--- src/rtl/mod13_pkg.sv ---
// Shared constants, segment glyph table and digit-index type for the mod-13 display driver.
// Segment bit order is {g,f,e,d,c,b,a}, active-low.
package mod13_pkg;

  localparam int MOD_DEFAULT         = 13;
  localparam int MAX_COUNT           = MOD_DEFAULT - 1;
  localparam int REFRESH_DIV_DEFAULT = 100000;

  localparam logic [6:0] SEG_BLANK = 7'h7F;
  localparam logic [6:0] SEG_ERR_E = 7'b0000110;

  localparam logic [6:0] SEG_TABLE [16] = '{
    7'b1000000, 7'b1111001, 7'b0100100, 7'b0110000,
    7'b0011001, 7'b0010010, 7'b0000010, 7'b1111000,
    7'b0000000, 7'b0010000, 7'b0001000, 7'b0000011,
    7'b1000110, 7'b0100001, 7'b0000110, 7'b0001110
  };

  typedef enum logic [1:0] {
    DIG_ONES    = 2'd0,
    DIG_TENS    = 2'd1,
    DIG_WRAP_LO = 2'd2,
    DIG_WRAP_HI = 2'd3
  } digit_idx_t;

endpackage

--- src/rtl/mod13_display_driver_hex_to_seg7.sv ---
// Combinational 4-bit to active-low 7-segment decoder, hex glyphs 0-F.
import mod13_pkg::*;

module hex_to_seg7 (
  input  logic [3:0] hex,
  output logic [6:0] seg
);

  assign seg = SEG_TABLE[hex];

endmodule

--- src/rtl/mod13_display_driver.sv ---
// Checks an upstream mod-13 count stream, pulses on each 12->0 wrap, tallies wraps
// and multiplexes count (decimal) and tally (hex) onto a 4-digit active-low display.
import mod13_pkg::*;

module mod13_display_driver #(
  parameter int REFRESH_DIV = REFRESH_DIV_DEFAULT,
  parameter int MOD         = MOD_DEFAULT
) (
  input  logic       clk,
  input  logic       rst,
  input  logic [3:0] count,
  output logic       wrap_pulse,
  output logic [7:0] wrap_count,
  output logic       err,
  output logic [6:0] seg,
  output logic [3:0] an
);

  localparam int              RW           = $clog2(REFRESH_DIV);
  localparam logic [RW-1:0]   REFRESH_LAST = RW'(REFRESH_DIV - 1);
  localparam logic [4:0]      MOD_5        = 5'(MOD);
  localparam logic [3:0]      LAST_COUNT   = 4'(MOD - 1);

  logic [3:0]    cnt_q, cnt_d;
  logic [3:0]    prev_q, prev_d;
  logic          vld_q, vld_d;
  logic          first_q, first_d;
  logic          err_q, err_d;
  logic          wrap_pulse_q, wrap_pulse_d;
  logic [7:0]    wrap_count_q, wrap_count_d;
  logic [RW-1:0] refresh_q, refresh_d;
  digit_idx_t    digit_q, digit_d;
  logic [6:0]    seg_q, seg_d;
  logic [3:0]    an_q, an_d;

  logic       checked, step_ok, range_err, wrap_det, refresh_wrap;
  logic       cnt_oor, has_tens, blank, show_err;
  logic [3:0] ones, nibble;
  logic [6:0] dec_seg;

  // Sequence checking and wrap detection on the registered sample pair.
  // NOTE: every always_comb output gets a default first so no latch is inferred.
  always_comb begin
    cnt_d     = count;
    prev_d    = cnt_q;
    vld_d     = 1'b1;
    // cnt_q becomes the baseline at the first edge where it is valid
    first_d   = first_q & ~vld_q;
    checked   = vld_q & ~first_q;
    range_err = vld_q && ({1'b0, cnt_q} >= MOD_5);
    step_ok   = (cnt_q == prev_q) ||
                (cnt_q == ((prev_q == LAST_COUNT) ? 4'd0 : prev_q + 4'd1));
    wrap_det  = checked && (prev_q == LAST_COUNT) && (cnt_q == 4'd0);

    err_d        = err_q | range_err | (checked & ~step_ok);
    wrap_pulse_d = wrap_det;
    wrap_count_d = wrap_count_q + {7'd0, wrap_det};

    refresh_wrap = (refresh_q == REFRESH_LAST);
    refresh_d    = refresh_wrap ? '0 : refresh_q + RW'(1);
    digit_d      = refresh_wrap ? digit_idx_t'(digit_q + 2'd1) : digit_q;
  end

  // Digit mux ahead of the single decoder; blanking and the error glyph override afterwards.
  always_comb begin
    cnt_oor  = ({1'b0, cnt_q} >= MOD_5);
    has_tens = !cnt_oor && (cnt_q >= 4'd10);
    ones     = has_tens ? cnt_q - 4'd10 : cnt_q;
    blank    = 1'b0;
    show_err = 1'b0;
    nibble   = ones;
    case (digit_q)
      DIG_ONES:    show_err = cnt_oor;
      DIG_TENS: begin
        nibble = 4'd1;
        blank  = !has_tens;
      end
      DIG_WRAP_LO: nibble = wrap_count_q[3:0];
      DIG_WRAP_HI: nibble = wrap_count_q[7:4];
      default:     nibble = ones;
    endcase
  end

  hex_to_seg7 u_hex_to_seg7 (
    .hex (nibble),
    .seg (dec_seg)
  );

  always_comb begin
    seg_d = dec_seg;
    an_d  = ~(4'b0001 << digit_q);
    if (blank) begin
      seg_d = SEG_BLANK;
      an_d  = 4'hF;
    end else if (show_err) begin
      seg_d = SEG_ERR_E;
    end
  end

  // NOTE: state uses non-blocking assignment only; reset is synchronous so it sits inside the clocked branch.
  always_ff @(posedge clk) begin
    if (rst) begin
      cnt_q        <= 4'd0;
      prev_q       <= 4'd0;
      vld_q        <= 1'b0;
      first_q      <= 1'b1;
      err_q        <= 1'b0;
      wrap_pulse_q <= 1'b0;
      wrap_count_q <= 8'd0;
      refresh_q    <= '0;
      digit_q      <= DIG_ONES;
      seg_q        <= SEG_BLANK;
      an_q         <= 4'hF;
    end else begin
      cnt_q        <= cnt_d;
      prev_q       <= prev_d;
      vld_q        <= vld_d;
      first_q      <= first_d;
      err_q        <= err_d;
      wrap_pulse_q <= wrap_pulse_d;
      wrap_count_q <= wrap_count_d;
      refresh_q    <= refresh_d;
      digit_q      <= digit_d;
      seg_q        <= seg_d;
      an_q         <= an_d;
    end
  end

  assign wrap_pulse = wrap_pulse_q;
  assign wrap_count = wrap_count_q;
  assign err        = err_q;
  assign seg        = seg_q;
  assign an         = an_q;

endmodule
--- config.mk ---
export PLATFORM = sky130hd
export DESIGN_NAME = mod13_display_driver
export DESIGN_NICKNAME = d
export VERILOG_FILES = /design/src/rtl/mod13_pkg.sv /design/src/rtl/mod13_display_driver_hex_to_seg7.sv /design/src/rtl/mod13_display_driver.sv
export SDC_FILE = /design/constraint.sdc
export NUM_CORES = 1
export LEC_CHECK = 0
export BUFFER_PORTS_ARGS = -buffer_cell sky130_fd_sc_hd__buf_2
export CORE_UTILIZATION = 60
export DETAILED_ROUTE_END_ITERATION = 8
export PLACE_DENSITY_LB_ADDON = 0.3
export SYNTH_ARGS = -nofsm -noshare
export SYNTH_HDL_FRONTEND = slang
export SYNTH_SLANG_ARGS = --single-unit
--- constraint.sdc ---
create_clock -name clk -period 4 [get_ports clk]
set_input_delay 0.2 -clock clk [delete_from_list [all_inputs] [get_ports clk]]
set_output_delay 0.2 -clock clk [all_outputs]
set_load 0.05 [all_outputs]
==> results of run 1 <==
==> state kept, by name (all words and copies together) (netlist names) <==
register,flops
first_q,1
digit_q,2
wrap_pulse,1
err,1
seg,7
refresh_q,17
cnt_q,4
wrap_count,8
prev_q,4
vld_q,1
an,4
==> final cells by class <==
type,count,area (um2)
Multi-Input combinational cell,208,1450
Fill cell,322,1240
Sequential cell,50,1000
Timing Repair Buffer,26,130
Clock buffer,6,72.6
Inverter,17,63.8
Tap cell,50,62.6
Clock inverter,2,37.5
==> cells in the mapped netlist, types with 2 or more instances <==
library cell   n
o21ai_0        3
a32oi_1        2
nand4_1        6
nand3_1       13
nor3_1         3
a211oi_1       3
mux2i_1        4
nor4_1         3
xor2_1        15
nor2_1        39
inv_1         17
o211ai_1       3
a21oi_1        6
xnor2_1       12
o22ai_1        2
nand2_1       21
nand2b_1       3
buf_2          2
and3_1         5
a21o_1         3
dfxtp_1       50
ha_1          18
a311oi_1       2
or2_2          4
clkbuf_1       6
a22oi_1        2
a221oi_1       3
mux2_2         2
nor2b_1        9
a2bb2oi_1      2
==> layout by cell type, fill, tap and decap left out, drive strengths merged, types with 9 or more instances in the layout <==
master	count
inv	17
nand2	21
nand3	13
nor2b	9
ha	18
nor2	39
xor2	15
xnor2	12
buf	26
dfxtp	50
==> power groups by stage <==
stage          logic, mW  clock network, mW  registers [mW]
5_1_grt            0.149              0.388           0.533
4_1_cts            0.136              0.363           0.529
3_5_place_dp       0.134                  0           0.541
3_3_place_gp       0.132                  0           0.540
2_1_floorplan     0.0780                  0           0.570
6_report           0.136              0.352           0.529
==> per-stage QoR <==
stage | cell area, um2 | setup slack [ns] | cells
2_1_floorplan | 2570 | 1.58 | 286
3_3_place_gp | 2700 | 1.51 | 351
3_5_place_dp | 2700 | 1.38 | 351
4_1_cts | 2810 | 1.26 | 359
5_1_grt | 2810 | 0.989 | 359
6_report | 2810 | 1.25 | 359
==> per-layer routing <==
layer	share of wire	up-vias	track usage
met5	0	-	0
met4	0.019	0	0.120
li1	-	1034	-
met3	0.034	13	0.0659
met2	0.50	41	0.420
met1	0.45	977	0.304
==> worst max path at each step <==
stage	start	endpoint	slack, ns	depth (start not counted)
global route	digit_q[0]	seg[4]	0.99	11
finish	digit_q[0]	seg[4]	1.25	11
global placement	digit_q[0]	seg[4]	1.51	10
CTS	digit_q[0]	seg[4]	1.26	11
floorplan	digit_q[0]	seg[4]	1.58	12
detailed placement	digit_q[0]	seg[4]	1.38	11
==> kinds of logic after synthesis <==
family                     count (synthesis)  synth area share
and+or+nand+nor                          112             0.216
xor gates and xnor gates                  27            0.0922
buffers and inverters                     28            0.0463
DFF                                       50             0.390
adders and majority gates                 18            0.0878
AOI/OAI and AO/OA                         44             0.139
muxes                                      7            0.0288
==> impl_metrics.toml, run 1 <==
[global_route]
grt_usage = 0.253
grt_pass1_wl_um = 8560
grt_antenna_before_repair = 0
grt_max_degree = 25
grt-ovfl-total = 0
grt_pass1_vias = 1929

[sta]
fmax_ghz = 0.364
tightest_slew_ns = 0.565
maxSlewHeadroom = 0.623
fin_skew_ns = 0.00990
setup_violations = 0
rsz0062_at_grt = "no"
tns_ns = 0
hold_viol = 0
finalCritPeriodShare = 0.686
period_needed_ns = 2.75
slew_viol_final = 0
hold_ws_ns = 0.0971

[pwr]
peakVddDrop_v = 0.000261
combPwrFrac = 0.134
internal_power_uw = 747
p_sw_uw = 271
p_leak_nw = 1.14
p_total_mw = 1.02
seq_power_share = 0.520
switching_share = 0.266
pwr-share-clk = 0.346
p_per_area_nw_per_um2 = 362

[critical_path]
r2r-end = "seg[4]"
crit_chain = "inv_1 -> ha_1 -> a211oi_1 -> a2bb2oi_1 -> inv_1 -> ha_1 -> inv_1 -> nor2_1 -> a311oi_1 -> a211oi_1 -> o31ai_1"
crit_required_ns = 4.23
cp_num_buf_inv = 3
slowest_delay_ns = 0.45
r2r_cells = 11
start_kind = "flip-flop"
crit_fanout = 13
critPathMostFrequentCell = "inv_1"
crit_family = "compound AO/OA/AOI/OAI gates"
worst_setup_path_end_kind = "flip-flop"
crit_slowest_cell = "a2bb2oi_1"
arrival_ns = 2.98
timing.rr.start = "digit_q[0]"
r2r_slack_ns = 1.25
crit_type = "reg2reg"

[clocking]
postCtsResizedCells = 0
cts_root_buffer = "clkbuf_8"
cts_max_level = 2
clk_latency_ns = 0.31
post_cts_buffers = 0
cts.sinks = 50
path_clk_slew_ns = 0.09
cts_max_path_buffers = 2
cts_tree = "done"
cts_buffers = 5
ctsHoldBuffers = 0

[detailed_routing]
avgRoutedWirePerCell_um = 14.2
antenna_left = 0
vias = 2065
remaining_drc_errors = 0
drt_iter0_drc = 167
routed_wl_um = 5090
viasPerCell = 5.75
dr.pass1.iters = 4

[min_path]
hold_depth = 2
worstHoldEndpoint = "cnt_q[0]"
hold_path_class = "in2reg"
hp-start = "count[0]"

[synthesis]
yosysSeqAreaShare = 0.390
syn_avg_cell_area_um2 = 8.97
synth_area_leaders = "dfxtp_1, ha_1, nor2_1"
syn_area_um2 = 2570
async_flop_share = 0
synthCells = 286
synth_edf_count = 0
netlist-cell-type-count = 53
synthesis.nets = 310
synth_ff_type = "dfxtp_1"
ys_ff_latch = 50
yosysTopAreaCell = "dfxtp_1"
ys_warn_count = 0
synth_top_area_frac = 0.390

[floorplanning]
rows = 23
design.die.area_um2 = 4540
initial_core_util = 0.632
die_w_um = 67.4
coreArea_um2 = 4060
fp.dieH_um = 67.4
ios = 27

[layout]
nets = 332
final_util = 0.693
area_growth_pct = 9.65
num_antenna_cells = 0
drive_above_1_share = 0.139

[placement]
port_buffers = 26
routabilityCongestion = 0.916
hpwl_um = 3620

[flow_run]
max_cap_viol_count = 0

[status]
status = "complete, no violations"
No activity file was read; power rests on OpenSTA's default activity.
==> run 2: changes to the inputs <==
CORE_UTILIZATION = 58   (was 60)
clock period = 2.8 ns   (was 4 ns; I/O delays follow)
==> run 2 against run 1 <==
  * Utilization fell by 0.36 points
  * Setup slack got worse by 1.0 ns
  * Die area rose by 3.3%
  * Non-clock buffer count rose by 3
  * Design area rose by 0.89%
  * Wire length fell by 4.7%
  * Clock skew rose by 0.0015 ns
  * Register-to-register slack got worse by 1.0 ns
  * Largest cell class unchanged
  * Sequential power rose by 42%
  * Maximum frequency rose by 6.2%
  * Via count fell by 1.8%
==> impl_metrics.toml, run 2 (synthesized netlist as in run 1, its figures left out) <==
[pwr]
peakVddDrop_v = 0.000375
p_per_area_nw_per_um2 = 514
p_total_mw = 1.46
p_leak_nw = 1.16

[layout]
largest_reg_flops = 17
final_common_cell = "dfxtp_1"
regMostFlops = "refresh_q"
final_util = 0.690
num_antenna_cells = 0
nets = 335
final_cell_mix = "dfxtp_1, nor2_1, buf_2"
drive_above_1_share = 0.148
area_growth_pct = 10.6

[floorplanning]
rows = 23
ios = 27
die_w_um = 68.5
fp.dieH_um = 68.5
coreArea_um2 = 4120
design.die.area_um2 = 4690
initial_core_util = 0.624

[detailed_routing]
drt_iter0_drc = 108
vias = 2028
remaining_drc_errors = 0
viasPerCell = 5.62
dr.pass1.iters = 4
antenna_left = 0
avgRoutedWirePerCell_um = 13.4
routed_wl_um = 4850

[sta]
fin_skew_ns = 0.0114
maxSlewHeadroom = 0.606
tightest_slew_ns = 0.590
finalCritPeriodShare = 0.923
tns_ns = 0
hold_viol = 0
rsz0062_at_grt = "no"
slew_viol_final = 0
setup_ws_ns = 0.215
setup_violations = 0
period_needed_ns = 2.58
fmax_ghz = 0.387

[critical_path]
arrival_ns = 2.74
crit_slowest_cell = "dfxtp_1"
start_kind = "flip-flop"
timing.rr.start = "digit_q[0]"
crit_required_ns = 2.96
crit_fanout = 13
r2r_slack_ns = 0.22
slowest_delay_ns = 0.41
r2r-end = "seg[4]"
crit_chain = "inv_1 -> ha_1 -> a211oi_1 -> a2bb2oi_1 -> inv_1 -> ha_1 -> inv_1 -> mux2_1 -> a211oi_1 -> o31ai_1"
crit_type = "reg2reg"
r2r_cells = 10
critPathMostFrequentCell = "inv_1"
worst_setup_path_end_kind = "flip-flop"

[clocking]
cts.sinks = 50
post_cts_buffers = 0
path_clk_slew_ns = 0.09
cts_buffers = 5
cts_tree = "done"
clk_latency_ns = 0.30
postCtsResizedCells = 0
cts_max_level = 2
cts_max_path_buffers = 2
ctsHoldBuffers = 0
cts_root_buffer = "clkbuf_8"

[placement]
port_buffers = 26
routabilityCongestion = 0.942
hpwl_um = 3580
dp_slack_ns = 0.316

[min_path]
hp-start = "count[0]"
hold_depth = 2
worstHoldEndpoint = "cnt_q[0]"
hold_path_class = "in2reg"

[global_route]
grt_pass1_vias = 1923
grt-ovfl-total = 0
grt_max_degree = 25
grt_antenna_before_repair = 0
grt_pass1_wl_um = 8430
grt_usage = 0.240

[status]
status = "complete, no violations"

[flow_run]
max_cap_viol_count = 0
run 2: critical path: cells and delay by family (launching register included):
family	cells	cell delay, ns
AOI/OAI and AO/OA	4	0.89
adders and majority gates	2	0.53
DFF	1	0.41
buffers and inverters	3	0.32
muxes	1	0.30
run 2: layer usage:
metal,GRT usage,part of all wire
met3,0.0609,0.034
met2,0.419,0.50
met5,0,0
met1,0.281,0.45
met4,0.0885,0.015
run 2: worst max-delay path by stage:
stage | from | to | slack (ns)
2_1_floorplan | digit_q[0] | seg[4] | 0.38
3_3_place_gp | digit_q[0] | seg[4] | 0.42
3_5_place_dp | digit_q[0] | seg[4] | 0.32
4_1_cts | digit_q[0] | seg[4] | 0.25
5_1_grt | digit_q[0] | seg[4] | 0.002
6_report | digit_q[0] | seg[4] | 0.22
run 2: cell type report:
class | count | area, um2
Inverter | 17 | 63.8
Multi-Input combinational cell | 208 | 1450
Timing Repair Buffer | 29 | 153
Sequential cell | 50 | 1000
Clock buffer | 6 | 82.6
Clock inverter | 1 | 30.0
Tap cell | 50 | 62.6
Fill cell | 338 | 1280
run 2: through the flow:
step	std cells	hold slack (ns)	area (um2)
2_1_floorplan	286	0.233	2570
3_3_place_gp	354	0.351	2730
3_5_place_dp	354	0.354	2730
4_1_cts	361	0.0447	2840
5_1_grt	361	0.0471	2840
6_report	361	0.0449	2840
run 2: report_power, final:
part / internal [mW] / leakage [nW] / switching, mW
clock: 0.286 / 0.0573 / 0.222
sequential: 0.736 / 0.409 / 0.0173
combinational: 0.0671 / 0.692 / 0.131
total: 1.09 / 1.16 / 0.370
==> run 3: changes to the inputs <==
CELL_PAD_IN_SITES_DETAIL_PLACEMENT = 1   (was not set)
CELL_PAD_IN_SITES_GLOBAL_PLACEMENT = 1   (was not set)
CORE_UTILIZATION = 44   (was 58)
==> run 3 against run 2 <==
  * Hold slack got worse by 0.0094 ns
  * Via count rose by 3.6%
  * Clock power barely moved
  * Critical endpoint unchanged
==> impl_metrics.toml, run 3 (synthesized netlist as in run 1, its figures left out) <==
[status]
status = "complete, no violations"

[layout]
fillers = 675
drive_above_1_share = 0.153
final_cell_mix = "dfxtp_1, nor2_1, buf_2"
largest_reg_flops = 17
num_antenna_cells = 0
nets = 336
final_common_cell = "dfxtp_1"
regMostFlops = "refresh_q"
area_growth_pct = 12.1
final_cell_area_um2 = 2880

[sta]
slew_viol_final = 0
tns_ns = 0
setup_violations = 0
hold_viol = 0
hold_ws_ns = 0.0354
finalCritPeriodShare = 0.907
tightest_slew_ns = 0.618
period_needed_ns = 2.54
fmax_ghz = 0.394
maxSlewHeadroom = 0.588
rsz0062_at_grt = "no"
fin_skew_ns = 0.00928

[flow_run]
max_cap_viol_count = 0

[clocking]
path_clk_slew_ns = 0.10
cts_root_buffer = "clkbuf_8"
clk_latency_ns = 0.30
cts.sinks = 50
cts_max_level = 2
cts_max_path_buffers = 2
cts_tree = "done"
post_cts_buffers = 0
cts_buffers = 5

[detailed_routing]
viasPerCell = 5.46
dr.pass1.iters = 4
antenna_left = 0
avgRoutedWirePerCell_um = 15.2
remaining_drc_errors = 0
vias = 2101
drt_iter0_drc = 109
routed_wl_um = 5840

[pwr]
peakVddDrop_v = 0.000438
p_leak_nw = 1.16
p_total_mw = 1.46
p_per_area_nw_per_um2 = 509

[floorplanning]
rows = 27
design.die.area_um2 = 6140
ios = 27
die_w_um = 78.4
initial_core_util = 0.460
coreArea_um2 = 5570
fp.dieH_um = 78.4

[critical_path]
crit_type = "reg2reg"
start_kind = "flip-flop"
crit_fanout = 6
worst_setup_path_end_kind = "flip-flop"
arrival_ns = 2.70
crit_required_ns = 2.96

[placement]
routabilityCongestion = 0.812
dpl_cell_area_um2 = 2760
port_buffers = 26
hpwl_um = 4380

[global_route]
grt_pass1_vias = 2151
grt-ovfl-total = 0
grt_antenna_before_repair = 0
grt_usage = 0.208
grt_max_degree = 25
grt_pass1_wl_um = 9990

[min_path]
hold_path_class = "in2reg"
-- run 3: cell types whose count changed in the layout (fill, tap and decap cells not counted), sizes merged --
cell and change:
clkinvlp +1, buf +1
-- run 3: where the power goes --
group          internal [mW]  leakage [nW]  total [mW]  switching (mW)
logic                 0.0675         0.698       0.203           0.135
clock network          0.267        0.0514       0.508           0.242
registers              0.736         0.409       0.753          0.0171
-- run 3: final timing paths --
check	depth (start not counted)	start	end	slack, ns
worst max-delay path	10	digit_q[0]	seg[4]	0.26
worst min-delay path	2	count[3]	cnt_q[3]	0.04
worst max register to register	10	digit_q[0]	seg[4]	0.26
worst min register to register	1	refresh_q[0]	refresh_q[0]	0.48
-- run 3: routing by layer --
layer | vias up | track usage | routed length [um]
met1 | 1032 | 0.253 | 2750
met2 | 20 | 0.375 | 2930
met4 | 0 | 0.0389 | 46
met5 | - | 0 | 0
met3 | 5 | 0.0465 | 115
li1 | 1044 | - | -
-- run 3: worst max-delay path: stages (launching register included) --
cell	delay (ns)
dfxtp_1	0.41
inv_1	0.12
ha_1	0.26
a211oi_1	0.43
a2bb2oi_2	0.19
inv_1	0.16
ha_1	0.16
inv_1	0.05
mux2_1	0.29
a211oi_1	0.24
o31ai_1	0.10
-- run 3: area by class of cell --
type | instances | area (um2) | area share
Multi-Input combinational cell | 208 | 1450 | 0.505
Tap cell | 72 | 90.1 | 0.0313
Sequential cell | 50 | 1000 | 0.348
Clock inverter | 2 | 37.5 | 0.0130
Clock buffer | 6 | 72.6 | 0.0252
Inverter | 17 | 63.8 | 0.0222
Timing Repair Buffer | 30 | 160 | 0.0557
-- run 3: repair_timing --
item,CTS,global route
resized for setup,0,1
setup endpoints to repair,0,1
hold buffers,0,0
endpoints found under the hold margin,0,0
-- run 3: stage by stage --
stage / instances / util / worst slack [ns]
floorplan: 286 / - / 0.384
global placement: 377 / 0.495 / 0.429
detailed placement: 377 / 0.495 / 0.207
CTS: 385 / 0.515 / 0.252
global route: 385 / 0.516 / 0.00459
finish: 385 / 0.516 / 0.262
